`src/rtl/digdar_pkg.sv`:
```
// Shared types and constants for the digdar capture scheduler.
// State encoding, CAP_START timeout and small helpers.
package digdar_pkg;

    typedef enum logic [2:0] {
        ST_IDLE,
        ST_WAIT_PULSE,
        ST_DELAY,
        ST_CAP_START,
        ST_CAP_RUN,
        ST_READY,
        ST_DONE
    } state_e;

    localparam int unsigned CAP_TMO = 8;
    localparam int TMO_W = 4;

    function automatic logic [15:0] sat_inc16(input logic [15:0] v);
        return (v == 16'hFFFF) ? v : v + 16'd1;
    endfunction

endpackage

```
`src/rtl/digdar_event_counters.sv`:
```
// Free-running cycle counter, radar pulse counter and ACP-since-ARP
// counter feeding the scheduler's metadata latch.
module digdar_event_counters
    import digdar_pkg::*;
(
    input  logic        clk_i,
    input  logic        rstn_i,
    input  logic        enable_i,
    input  logic        radar_i,
    input  logic        acp_i,
    input  logic        arp_i,
    output logic [31:0] cycle_o,
    output logic [31:0] pulse_o,
    output logic [15:0] acp_o
);

    logic [31:0] cycle_q;
    logic [31:0] pulse_q;
    logic [15:0] acp_q;

    always_ff @(posedge clk_i or negedge rstn_i) begin
        if (!rstn_i) begin
            cycle_q <= '0;
            pulse_q <= '0;
            acp_q   <= '0;
        end else begin
            cycle_q <= cycle_q + 32'd1;
            if (radar_i && enable_i)
                pulse_q <= pulse_q + 32'd1;
            // ARP marks the azimuth origin, so it beats a coincident ACP
            if (arp_i)
                acp_q <= '0;
            else if (acp_i)
                acp_q <= acp_q + 16'd1;
        end
    end

    assign cycle_o = cycle_q;
    assign pulse_o = pulse_q;
    assign acp_o   = acp_q;

endmodule

```
`src/rtl/digdar_capture_sched.sv`:
```
// Radar-synchronous capture scheduler: arms the scope, fires a delayed
// software trigger on every Nth radar pulse and hands buffers to software.
module digdar_capture_sched
    import digdar_pkg::*;
#(
    parameter int SKIP_W = 16,
    parameter int DLY_W  = 16
) (
    input  logic              adc_clk_i,
    input  logic              adc_rstn_i,
    input  logic              cfg_enable_i,
    input  logic [SKIP_W-1:0] cfg_skip_i,
    input  logic [DLY_W-1:0]  cfg_delay_i,
    input  logic [31:0]       cfg_max_i,
    input  logic              radar_trig_i,
    input  logic              acp_trig_i,
    input  logic              arp_trig_i,
    input  logic              capturing_i,
    input  logic              sw_ack_i,
    output logic              arm_o,
    output logic              trig_o,
    output logic              abort_o,
    output logic              buf_ready_o,
    output logic              done_o,
    output logic [31:0]       meta_clock_o,
    output logic [31:0]       meta_pulse_o,
    output logic [31:0]       cap_count_o,
    output logic [15:0]       meta_acp_o,
    output logic [15:0]       missed_o
);

    logic [31:0] cycle_cnt;
    logic [31:0] pulse_cnt;
    logic [15:0] acp_cnt;

    digdar_event_counters u_cnt (
        .clk_i    (adc_clk_i),
        .rstn_i   (adc_rstn_i),
        .enable_i (cfg_enable_i),
        .radar_i  (radar_trig_i),
        .acp_i    (acp_trig_i),
        .arp_i    (arp_trig_i),
        .cycle_o  (cycle_cnt),
        .pulse_o  (pulse_cnt),
        .acp_o    (acp_cnt)
    );

    state_e            state_q;
    logic [SKIP_W-1:0] skip_q;
    logic [DLY_W-1:0]  dly_q;
    logic [TMO_W-1:0]  tmo_q;
    logic              rearm_q;
    logic              arm_q;
    logic              trig_q;
    logic              abort_q;
    logic              buf_ready_q;
    logic              done_q;
    logic [31:0]       meta_clock_q;
    logic [31:0]       meta_pulse_q;
    logic [15:0]       meta_acp_q;
    logic [31:0]       cap_cnt_q;
    logic [15:0]       missed_q;
    logic              busy;

    assign busy = (state_q == ST_DELAY) || (state_q == ST_CAP_START) ||
                  (state_q == ST_CAP_RUN) || (state_q == ST_READY);

    always_ff @(posedge adc_clk_i or negedge adc_rstn_i) begin
        if (!adc_rstn_i) begin
            state_q      <= ST_IDLE;
            skip_q       <= '0;
            dly_q        <= '0;
            tmo_q        <= '0;
            rearm_q      <= 1'b0;
            arm_q        <= 1'b0;
            trig_q       <= 1'b0;
            abort_q      <= 1'b0;
            buf_ready_q  <= 1'b0;
            done_q       <= 1'b0;
            meta_clock_q <= '0;
            meta_pulse_q <= '0;
            meta_acp_q   <= '0;
            cap_cnt_q    <= '0;
            missed_q     <= '0;
        end else begin
            arm_q   <= 1'b0;
            trig_q  <= 1'b0;
            abort_q <= 1'b0;
            if (radar_trig_i && busy)
                missed_q <= sat_inc16(missed_q);
            if (!cfg_enable_i) begin
                if (state_q != ST_IDLE) begin
                    abort_q     <= 1'b1;
                    buf_ready_q <= 1'b0;
                    done_q      <= 1'b0;
                    rearm_q     <= 1'b0;
                    state_q     <= ST_IDLE;
                end
            end else begin
                unique case (state_q)
                    ST_IDLE: begin
                        arm_q     <= 1'b1;
                        skip_q    <= cfg_skip_i;
                        cap_cnt_q <= '0;
                        missed_q  <= '0;
                        state_q   <= ST_WAIT_PULSE;
                    end
                    ST_WAIT_PULSE: begin
                        // re-arm after a timeout abort lands one cycle later
                        if (rearm_q) begin
                            arm_q   <= 1'b1;
                            rearm_q <= 1'b0;
                        end
                        if (radar_trig_i) begin
                            if (skip_q != '0) begin
                                skip_q <= skip_q - SKIP_W'(1);
                            end else begin
                                dly_q   <= cfg_delay_i;
                                state_q <= ST_DELAY;
                            end
                        end
                    end
                    ST_DELAY: begin
                        if (dly_q == '0) begin
                            trig_q       <= 1'b1;
                            meta_clock_q <= cycle_cnt;
                            meta_pulse_q <= pulse_cnt;
                            meta_acp_q   <= acp_cnt;
                            tmo_q        <= '0;
                            state_q      <= ST_CAP_START;
                        end else begin
                            dly_q <= dly_q - DLY_W'(1);
                        end
                    end
                    ST_CAP_START: begin
                        if (capturing_i) begin
                            state_q <= ST_CAP_RUN;
                        end else if (tmo_q == TMO_W'(CAP_TMO - 1)) begin
                            abort_q <= 1'b1;
                            rearm_q <= 1'b1;
                            skip_q  <= cfg_skip_i;
                            state_q <= ST_WAIT_PULSE;
                        end else begin
                            tmo_q <= tmo_q + TMO_W'(1);
                        end
                    end
                    ST_CAP_RUN: begin
                        if (!capturing_i) begin
                            cap_cnt_q   <= cap_cnt_q + 32'd1;
                            buf_ready_q <= 1'b1;
                            state_q     <= ST_READY;
                        end
                    end
                    ST_READY: begin
                        if (sw_ack_i) begin
                            buf_ready_q <= 1'b0;
                            if (cfg_max_i != '0 && cap_cnt_q >= cfg_max_i) begin
                                done_q  <= 1'b1;
                                state_q <= ST_DONE;
                            end else begin
                                arm_q   <= 1'b1;
                                skip_q  <= cfg_skip_i;
                                state_q <= ST_WAIT_PULSE;
                            end
                        end
                    end
                    ST_DONE: begin
                    end
                    default: state_q <= ST_IDLE;
                endcase
            end
        end
    end

    assign arm_o        = arm_q;
    assign trig_o       = trig_q;
    assign abort_o      = abort_q;
    assign buf_ready_o  = buf_ready_q;
    assign done_o       = done_q;
    assign meta_clock_o = meta_clock_q;
    assign meta_pulse_o = meta_pulse_q;
    assign meta_acp_o   = meta_acp_q;
    assign cap_count_o  = cap_cnt_q;
    assign missed_o     = missed_q;

endmodule

```
`config.mk`:
```
export PLATFORM = sky130hd
export DESIGN_NAME = digdar_capture_sched
export DESIGN_NICKNAME = d
export VERILOG_FILES = /design/src/rtl/digdar_pkg.sv /design/src/rtl/digdar_event_counters.sv /design/src/rtl/digdar_capture_sched.sv
export SDC_FILE = /design/constraint.sdc
export NUM_CORES = 1
export LEC_CHECK = 0
export ABC_AREA = 0
export CAP_MARGIN = 20
export CORE_UTILIZATION = 39
export CTS_BUF_LIST = sky130_fd_sc_hd__clkbuf_8
export CTS_CLUSTER_SIZE = 40
export DETAILED_ROUTE_END_ITERATION = 7
export GPL_ROUTABILITY_DRIVEN = 0
export PLACE_DENSITY = 0.68
export SYNTH_ARGS = -nofsm -noshare
export SYNTH_HDL_FRONTEND = slang
export SYNTH_SLANG_ARGS = --single-unit
```
`constraint.sdc`:
```
create_clock -name adc_clk_i -period 2.45 [get_ports adc_clk_i]
set_input_delay 0.735 -clock adc_clk_i [delete_from_list [all_inputs] [get_ports adc_clk_i]]
set_output_delay 0.735 -clock adc_clk_i [all_outputs]
set_load 0.02 [all_outputs]
```
# Yosys cells after proc, flatten, opt, wreduce, memory -nomap -nowiden
# Cells that the tools add are included.
# W data, S select, Z words.
[word_totals]
register_bits = 253
inputBits = 72
out_inout_bits = 133
elab_cells = 146
[op_classes]
n_addsub = 8
magnitude_cmp = 1
eq_ne = 33
n_mux = 60
reduce_logical = 26
[ops]
columns = ["op", "n"]
rows = [
  ["$mux W16", 15],
  ["$add A32 B1 Y32 const B", 3],
  ["$pmux W16 S4", 1],
  ["$pmux W32 S2", 1],
  ["$add A16 B1 Y16 const B", 2],
  ["$ge A32 B32 Y1", 1],
  ["$mux W32", 1],
  ["$pmux W16 S2", 1],
  ["$reduce_bool A32 Y1", 1],
  ["$sub A16 B1 Y16 const B", 2],
  ["$mux W3", 10],
  ["$mux W1", 23],
  ["$pmux W3 S7", 1],
  ["$ne A2 B2 Y1 const B", 10],
  ["$eq A16 B16 Y1 const B", 1],
  ["$logic_not A16 Y1", 1],
  ["$reduce_and A8 Y1", 2],
  ["$reduce_bool A16 Y1", 1],
  ["$ne A3 B3 Y1 const B", 5],
  ["$mux W4", 3],
  ["$reduce_and A4 Y1", 3],
  ["$ne A2 B1 Y1 const B", 5],
  ["$reduce_and A5 Y1", 2],
  ["$reduce_bool A2 Y1", 5],
  ["17 further kinds", 28],
]

# Logic depth before layout (Yosys ltp)
# Gate-level depths: netlist of run 1.
[logic_depth]
ltp_word = 8
depth_mapped = 10
ltp_nobuf = 9

# Cells and area by module
# Synthesis of run 1 repeated with hierarchy kept, for this count alone.
[hier_totals]
cells_unflattened = 1234
hier_area_um2 = 12690.9
[modules_own_cells]
columns = ["module", "n_inst", "cells_each", "area_per_inst_um2", "seq_area_each_um2"]
rows = [
  ["digdar_capture_sched", 1, 902, 8988.6, 4329.2],
  ["digdar_event_counters", 1, 332, 3702.3, 2001.9],
]

# Worst setup path after synthesis of run 1
# OpenSTA, ideal clock, no wires.
[synth_timing]
kind = "input to register"
start = "in cfg_max_i[0]"
end = "reg skip_q[14]"
setup_time_ns = 0.134
arrival_ns = 2.565
required_time_ns = 2.316
path_slack_ns = -0.249
path_stages = 9
path_buffers = 1
path_cell_list = "ha_1 nand2b_1 a2111o_1 a32o_1 o21ai_1 nand3_1 clkbuf_1 o21ai_0 o21ai_0"
[synth_between]
elab_chain_cells = 4
elab_cells_between_ends = 5
cone_classes = "order compare (1); eq/ne (1); reduce/logical (3)"
[synth_lines]
columns = ["item", "line", "text"]
rows = [
  ["start, declared", "digdar_capture_sched.sv:14", "input logic [31:0] cfg_max_i,"],
  ["$ge A32 B32 Y1 / $reduce_bool A32 Y1 (equally long branches)", "digdar_capture_sched.sv:157", "if (cfg_max_i != '0 && cap_cnt_q >= cfg_max_i) begin"],
  ["$logic_and A1 B1 Y1 *", "digdar_capture_sched.sv:157", ""],
  ["$ne A2 B2 Y1 (no source line) *", "--", ""],
  ["$reduce_and A8 Y1 (no source line) *", "--", ""],
  ["end signal, assigned", "digdar_capture_sched.sv:116", "skip_q <= skip_q - SKIP_W'(1);"],
  ["end signal, assigned", "digdar_capture_sched.sv:141", "skip_q <= cfg_skip_i;"],
  ["end signal, assigned", "digdar_capture_sched.sv:162", "skip_q <= cfg_skip_i;"],
  ["end, declared", "digdar_capture_sched.sv:49", "logic [SKIP_W-1:0] skip_q;"],
]
# Mark *: on every way between the ends. The rest lies on a longest branch, timed or not.
# A chain may end at the register's enable or synchronous reset.

# Worst setup path after layout of run 1
[layout_timing]
start = "in cfg_max_i[29]"
end = "reg skip_q[15]"
# The elaborated chain is that of the path after synthesis.

==> summary.txt, run 1 <==
STA
  – Worst-margin pin slew: 0.548 ns
  – Max Clk Rate: 406 MHz
  – Max Clock Skew: 0.0289 ns
  – Final min period: 2.46 ns
  – Final Cycle Share: 100%
  – Hold Vio Cnt, Final: 0
  – Final Max Tran Viols: 0
  – Final setup viols: 4
  – Final setup margin: -0.0120 ns
  – Relative slew margins: 63.4%
  – RSZ-0062 raised after global routing: true

Setup path
  – Setup crit start kind: input port
  – Crit path DAT: 2.89 ns
  – Critical path's largest stage delay: 0.42 ns
  – Crit path required time: between 2 and 3 ns
  – Crit-path cells: dlygate4sd2_1 -> inv_1 -> ha_1 -> nand4_1 -> nor3_1 -> nand2_1 -> a311o_1 -> and3_4 -> a21o_1 -> a21boi_1
  – Crit Path Class: in2reg
  – CP max-delay cell: a311o_1
  – Critical path's top delay family: simple AND/OR/NAND/NOR gates
  – Crit-path max FO: 8
  – WP buf/inv: 2
  – CP Capture Type: register

Power and ir drop
  – Total power draw: 12.1 mW
  – Sw Ratio: a little under a third
  – NetSw: 3.84 mW
  – Clock power share: roughly a third
  – Combinational share of power: 24.2%
  – VDD IR max: 464 µV
  – Leakage: 8.32 nW
  – Reg power frac: about two fifths
  – Pwr Density: around 700 nW/µm²
  – Internal cell power: 8.29 mW

Run
  – Number of max-cap violations: 0

Final layout
  – Cell Count, Final, Fillers Out: 2022
  – FILL cells: 2717
  – Layout cells sized above 1: 22.8%
  – Area grow syn2layout: 40.4%
  – Nets: 1695
  – Core Util, Final: 55.7%

Clocking
  – Sinks on Clock Net: 253
  – Reg clk slew, reported paths: about 0.060 ns
  – CTS buffer count: 46
  – H-tree levels: 2
  – Skew-Pair Late Insertion Delay: between 0.5 and 0.6 ns
  – Clk Tree Root Cell: clkbuf_8
  – CTS tree: built
  – Clk buf depth: 3

Run status
  – Violated checks: negative setup slack
  – Status: finished, violations left

Synthesis
  – Distinct cells, synth: 69
  – Post-synthesis mux area share: 7.59%
  – Cell taking the most area after synthesis: dfrtp_1
  – Synth Instances: roughly 1.2k
  – Most frequent cell after synthesis: dfrtp_1
  – Async set-or-reset flop fraction in the synthesized netlist: 100%
  – Sequential cell area fraction in the yosys report: between 50% and 60%
  – EDFF count, synth: 0
  – Net count after synthesis: around 1.3k
  – Synth Area in Compound Gates: 10.3%
  – Area share of the largest cell type after synthesis: between 50% and 60%
  – Ys Warns: 0
  – Mapped cell area: approximately 13000 µm²
  – Xor and xnor area share after synthesis: 7.19%
  – Post-synth top cells: dfrtp_1, nor2_1, nand2_1, mux2_2
  – Flop and latch count out of synthesis: 253
  – Top cells by area, synth: dfrtp_1, mux2_2, xnor2_1
  – Syn Area/Cell: 10.3 µm²
  – Adder-cell share of the synthesized area: 3.99%
  – Largest family of logic cells by synthesized area: simple AND/OR/NAND/NOR gates
  – Post-Synth Simple-Gate Area: between 10% and 20%
  – Main synth FF type: dfrtp_1

Global routing
  – Vias in the first global route: 10.4k
  – Global-route wire length before repair: 53100 µm
  – Initial antenna violation count: 2
  – Total gr overflow: 0
  – Largest net degree at the start of global routing: 63
  – Global-route usage over all layers: 19.7%

Floorplan
  – Ports: 205
  – Starting density of the core: 39.7%
  – Rows: 65
  – Die ar.: 32900 µm²
  – Core area: ~32000 µm²
  – Die width: between 150 and 200 µm
  – Die Y: 181 µm

Routing
  – Vias per cell: 5.27
  – Drt total wl: approximately 33000 µm
  – DR vias: ~11k
  – DR DRC count: 0
  – Antenna viol nets, final: 0
  – DRT Pass-1 Iters: 6
  – First-iteration detailed-routing DRC count: 589
  – DR WL/cell: 16.3 µm

Min path
  – Worst Hold Class: in2async

Place
  – Post-DP HPWL: 23500 µm
  – IO Port Bufs: 204
  – Pre-CTS WS: -0.760 ns
  – Dpl cells: 1926
worst paths after layout:
path,startpoint,end,slack [ns],cells after the start
max in group asynchronous,adc_rstn_i,cap_count_o[4],1.71,2
max,cfg_max_i[29],skip_q[15],-0.01,10
max reg2reg,cap_count_o[30],skip_q[15],0.04,8
min in group adc_clk_i,u_cnt.pulse_o[31],u_cnt.pulse_o[31],0.47,1
min,adc_rstn_i,meta_clock_o[6],0.08,1
min reg2reg,u_cnt.pulse_o[31],u_cnt.pulse_o[31],0.47,1
power groups by stage:
stage,Combinational [mW],Sequential [mW],Clock [mW]
floorplan,1.58,4.99,0
global placement,2.63,4.99,0
detailed placement,2.68,5.01,0
CTS,2.72,4.95,4.33
global route,3.25,5.05,4.52
finish,2.94,4.99,4.20
final cells by class:
class | count | area [µm²] | area share (%)
well taps | 402 | 503 | 2.85
clock inverters | 24 | 175 | 0.994
repair buffers | 353 | 3350 | 19.0
inverters | 60 | 225 | 1.28
flip-flops and latches | 253 | 6330 | 35.9
multi-input cells | 869 | 6220 | 35.3
clock buffers | 59 | 812 | 4.61
diodes | 2 | 5.00 | 0.0284
registers in the layout, summed over array words and instances, names as in the netlist, 3 cells and up:
signal,count
cap_count_o,32
skip_q,16
dly_q,16
meta_pulse_o,32
missed_o,16
u_cnt.cycle_o,32
tmo_q,4
u_cnt.acp_o,16
state_q,3
meta_clock_o,32
u_cnt.pulse_o,32
meta_acp_o,16
cell usage in the layout (no fill, tap or decap), drive strengths merged, types with 6 or more instances in the layout:
cell type and instances:
nand4 43, o22ai 10, and3 18, xnor2 64, o21ai 74, nand3 61, a31oi 11, and4 11
nand2 92, nor3 35, nor2b 6, dlymetal6s2s 25, or3 19, xor2 39, buf 148, mux2 81
ha 40, a21oi 63, and2 8, dlygate4sd2 28, clkbuf 61, nor4 16, clkdlybuf4s50 150, dfrtp 253
a2bb2oi 10, inv 73, nor2 103, clkinv 8
cell families after synthesis:
family          Yosys count
fa+ha+maj                40
compound gates          213
xor+xnor                103
simple gates            428
flops                   253
mux                      85
buf+inv                  99
timing repair:
item	in CTS	in global routing
gates cloned	0	3
hold buffers	0	0
setup buffers	1	7
pin swaps	9	29
setup endpoints to repair	44	131
resized for setup	55	79
endpoints found under the hold margin	0	0
per-layer routing:
layer	vias up	GRT usage, %	wire (µm)
li1	5104	-	-
met1	5190	26.8	15000
met2	281	31.7	15400
met3	76	3.09	1480
met4	0	7.32	1070
met5	-	0	0
stage by stage:
| step | TNS, ns | area [µm²] | hold slack [ns] |
|---|---|---|---|
| finish | -0.0305 | 17600 | 0.0772 |
| global route | -0.959 | 17600 | 0.0607 |
| CTS | -0.000674 | 17200 | 0.0389 |
| detailed placement | -64.34 | 16100 | 0.471 |
| global placement | -61.26 | 16100 | 0.453 |
| floorplan | -0.0706 | 12600 | 0.431 |
Note: power is estimated with default switching activity, not from simulation.
==> inputs of run 2 (changes only) <==
Settings changed: CTS_CLUSTER_DIAMETER set to 50.
==> summary.txt, run 2 (same netlist as run 1, synthesis figures left out) <==
STA
  – RSZ-0062 raised after global routing: true
  – Worst-margin pin slew: 0.574 ns
  – Max Clock Skew: 0.0580 ns
  – Max Clk Rate: 411 MHz
  – Final Cycle Share: about 99%
  – Hold_ws: around 0.064 ns
  – Post-Route Setup TNS: 0 ns
  – Final min period: 2.44 ns
  – Hold Vio Cnt, Final: 0
  – Final Max Tran Viols: 0
  – Final setup margin: 0.0145 ns
  – Final setup viols: 0
  – Relative slew margins: 61.6%

Power and ir drop
  – VDD IR max: ~450 µV
  – Pwr Density: 658 nW/µm²
  – Leakage: 8.14 nW

Routing
  – DR DRC count: 0
  – Drt total wl: 32700 µm
  – Antenna viol nets, final: 0
  – Vias per cell: 5.25
  – First-iteration detailed-routing DRC count: 571
  – DR WL/cell: 16.3 µm
  – DR vias: about 11k
  – DRT Pass-1 Iters: 5

Setup path
  – CP Capture Type: register
  – Crit Path Class: reg2reg
  – R2R Path Start: dly_q[12]
  – WP buf/inv: 2
  – CP max-delay cell: nor4_1
  – Crit-path max FO: 7
  – Critical path's top delay family: simple AND/OR/NAND/NOR gates
  – Crit path DAT: about 2.8 ns
  – Cells on worst reg2reg path: 8
  – R2R setup slack: 0.01 ns
  – Critical path's largest stage delay: 0.45 ns
  – Reg2reg end: dly_q[0]
  – Setup crit start kind: register
  – Crit-path cells: nor4_1 -> nand4_1 -> nand2_1 -> o21ai_4 -> and2_4 -> buf_12 -> buf_4 -> o211ai_1
  – Crit path required time: 2.86 ns

Clocking
  – CTS tree: built
  – CTS buffer count: 34
  – H-tree levels: 2
  – Skew-Pair Late Insertion Delay: 0.55 ns
  – Clk Tree Root Cell: clkbuf_8
  – Clk buf depth: 3
  – Sinks on Clock Net: 253
  – Reg clk slew, reported paths: 0.11 ns

Final layout
  – Cell Count, Final, Fillers Out: 2003
  – Most frequent cells in the layout: dfrtp_1, clkdlybuf4s50_1, buf_4, nor2_1, nand2_1
  – FILL cells: ~2.7k
  – Reg area: about 6300 µm²
  – Most common cell after layout, fill and taps aside: dfrtp_1
  – Layout cells sized above 1: 24.3%
  – Nets: about 1.7k
  – Area of the multi-input gates: approximately 6300 µm²
  – Area grow syn2layout: 40.3%

Floorplan
  – Ports: 205
  – Starting density of the core: 39.7%
  – Die ar.: 32900 µm²
  – Core area: 31600 µm²
  – Die width: 181 µm
  – Die Y: 181 µm
  – Rows: 65

Global routing
  – Met3 Use GR: 2.63%
  – Met1 Use GR: between 20% and 30%
  – Total gr overflow: 0
  – Initial antenna violation count: 1
  – GR Util met2: 31.4%
  – Vias in the first global route: 10.3k
  – Largest net degree at the start of global routing: between 60 and 70
  – Global-route wire length before repair: about 53000 µm
  – GR peak layer: met2
  – Global-route usage over all layers: approximately a fifth

Place
  – Dpl cells: slightly below 2k
  – Pre-CTS WS: -0.760 ns
  – Post-DP HPWL: about 23000 µm
  – IO Port Bufs: 204

Run status
  – Status: completed

Min path
  – Worst Hold Class: in2async

Run
  – Number of max-cap violations: 0
run 2: how the worst max path moves through the flow:
stage                      endpoint  slack [ns]    startpoint  cells after the start
after floorplan           skip_q[3]       -0.04  cfg_max_i[0]                      9
after CTS                 skip_q[9]      0.0001  cfg_max_i[7]                     11
after global placement    skip_q[4]       -0.72  cfg_max_i[0]                     10
after detailed placement  skip_q[0]       -0.76  cfg_max_i[0]                     10
final                      dly_q[0]        0.01     dly_q[12]                      8
after global routing       dly_q[2]       -0.09     skip_q[5]                      8
run 2: per-layer routing:
metal	vias up	wire length (µm)
met1	5128	15000
li1	5071	-
met2	263	15400
met4	0	850
met5	-	0
met3	54	1350
run 2: layout make-up:
type / count / share of cell area [%]
clock buffer: 37 / 2.89
multi-input combinational: 869 / 35.9
timing repair buffer: 358 / 19.5
clock inverter: 23 / 1.49
antenna: 1 / 0.0142
tap: 402 / 2.86
inverter: 60 / 1.28
sequential: 253 / 36.0
run 2: through the flow:
step | util (%) | total power, mW | cell area (µm²)
after floorplan | - | 6.57 | 12600
after global placement | 51.0 | 7.62 | 16100
after detailed placement | 51.0 | 7.69 | 16100
after CTS | 53.8 | 11.4 | 17000
after global routing | 55.6 | 12.2 | 17600
final | 55.6 | 11.6 | 17600
run 2: power by group:
group	internal, mW	total, mW	leakage, nW	switching (mW)
logic	1.37	3.01	4.34	1.64
registers	4.56	4.97	3.42	0.414
clock network	1.67	3.59	0.391	1.92
run 2: what timing repair did:
item                                    in CTS  in global routing
pin swaps                                    9                 36
buffers inserted                             3                  9
cloned                                       0                  4
hold buffers                                 0                  0
resized for setup                           40                116
endpoints found under the setup margin      45                 64
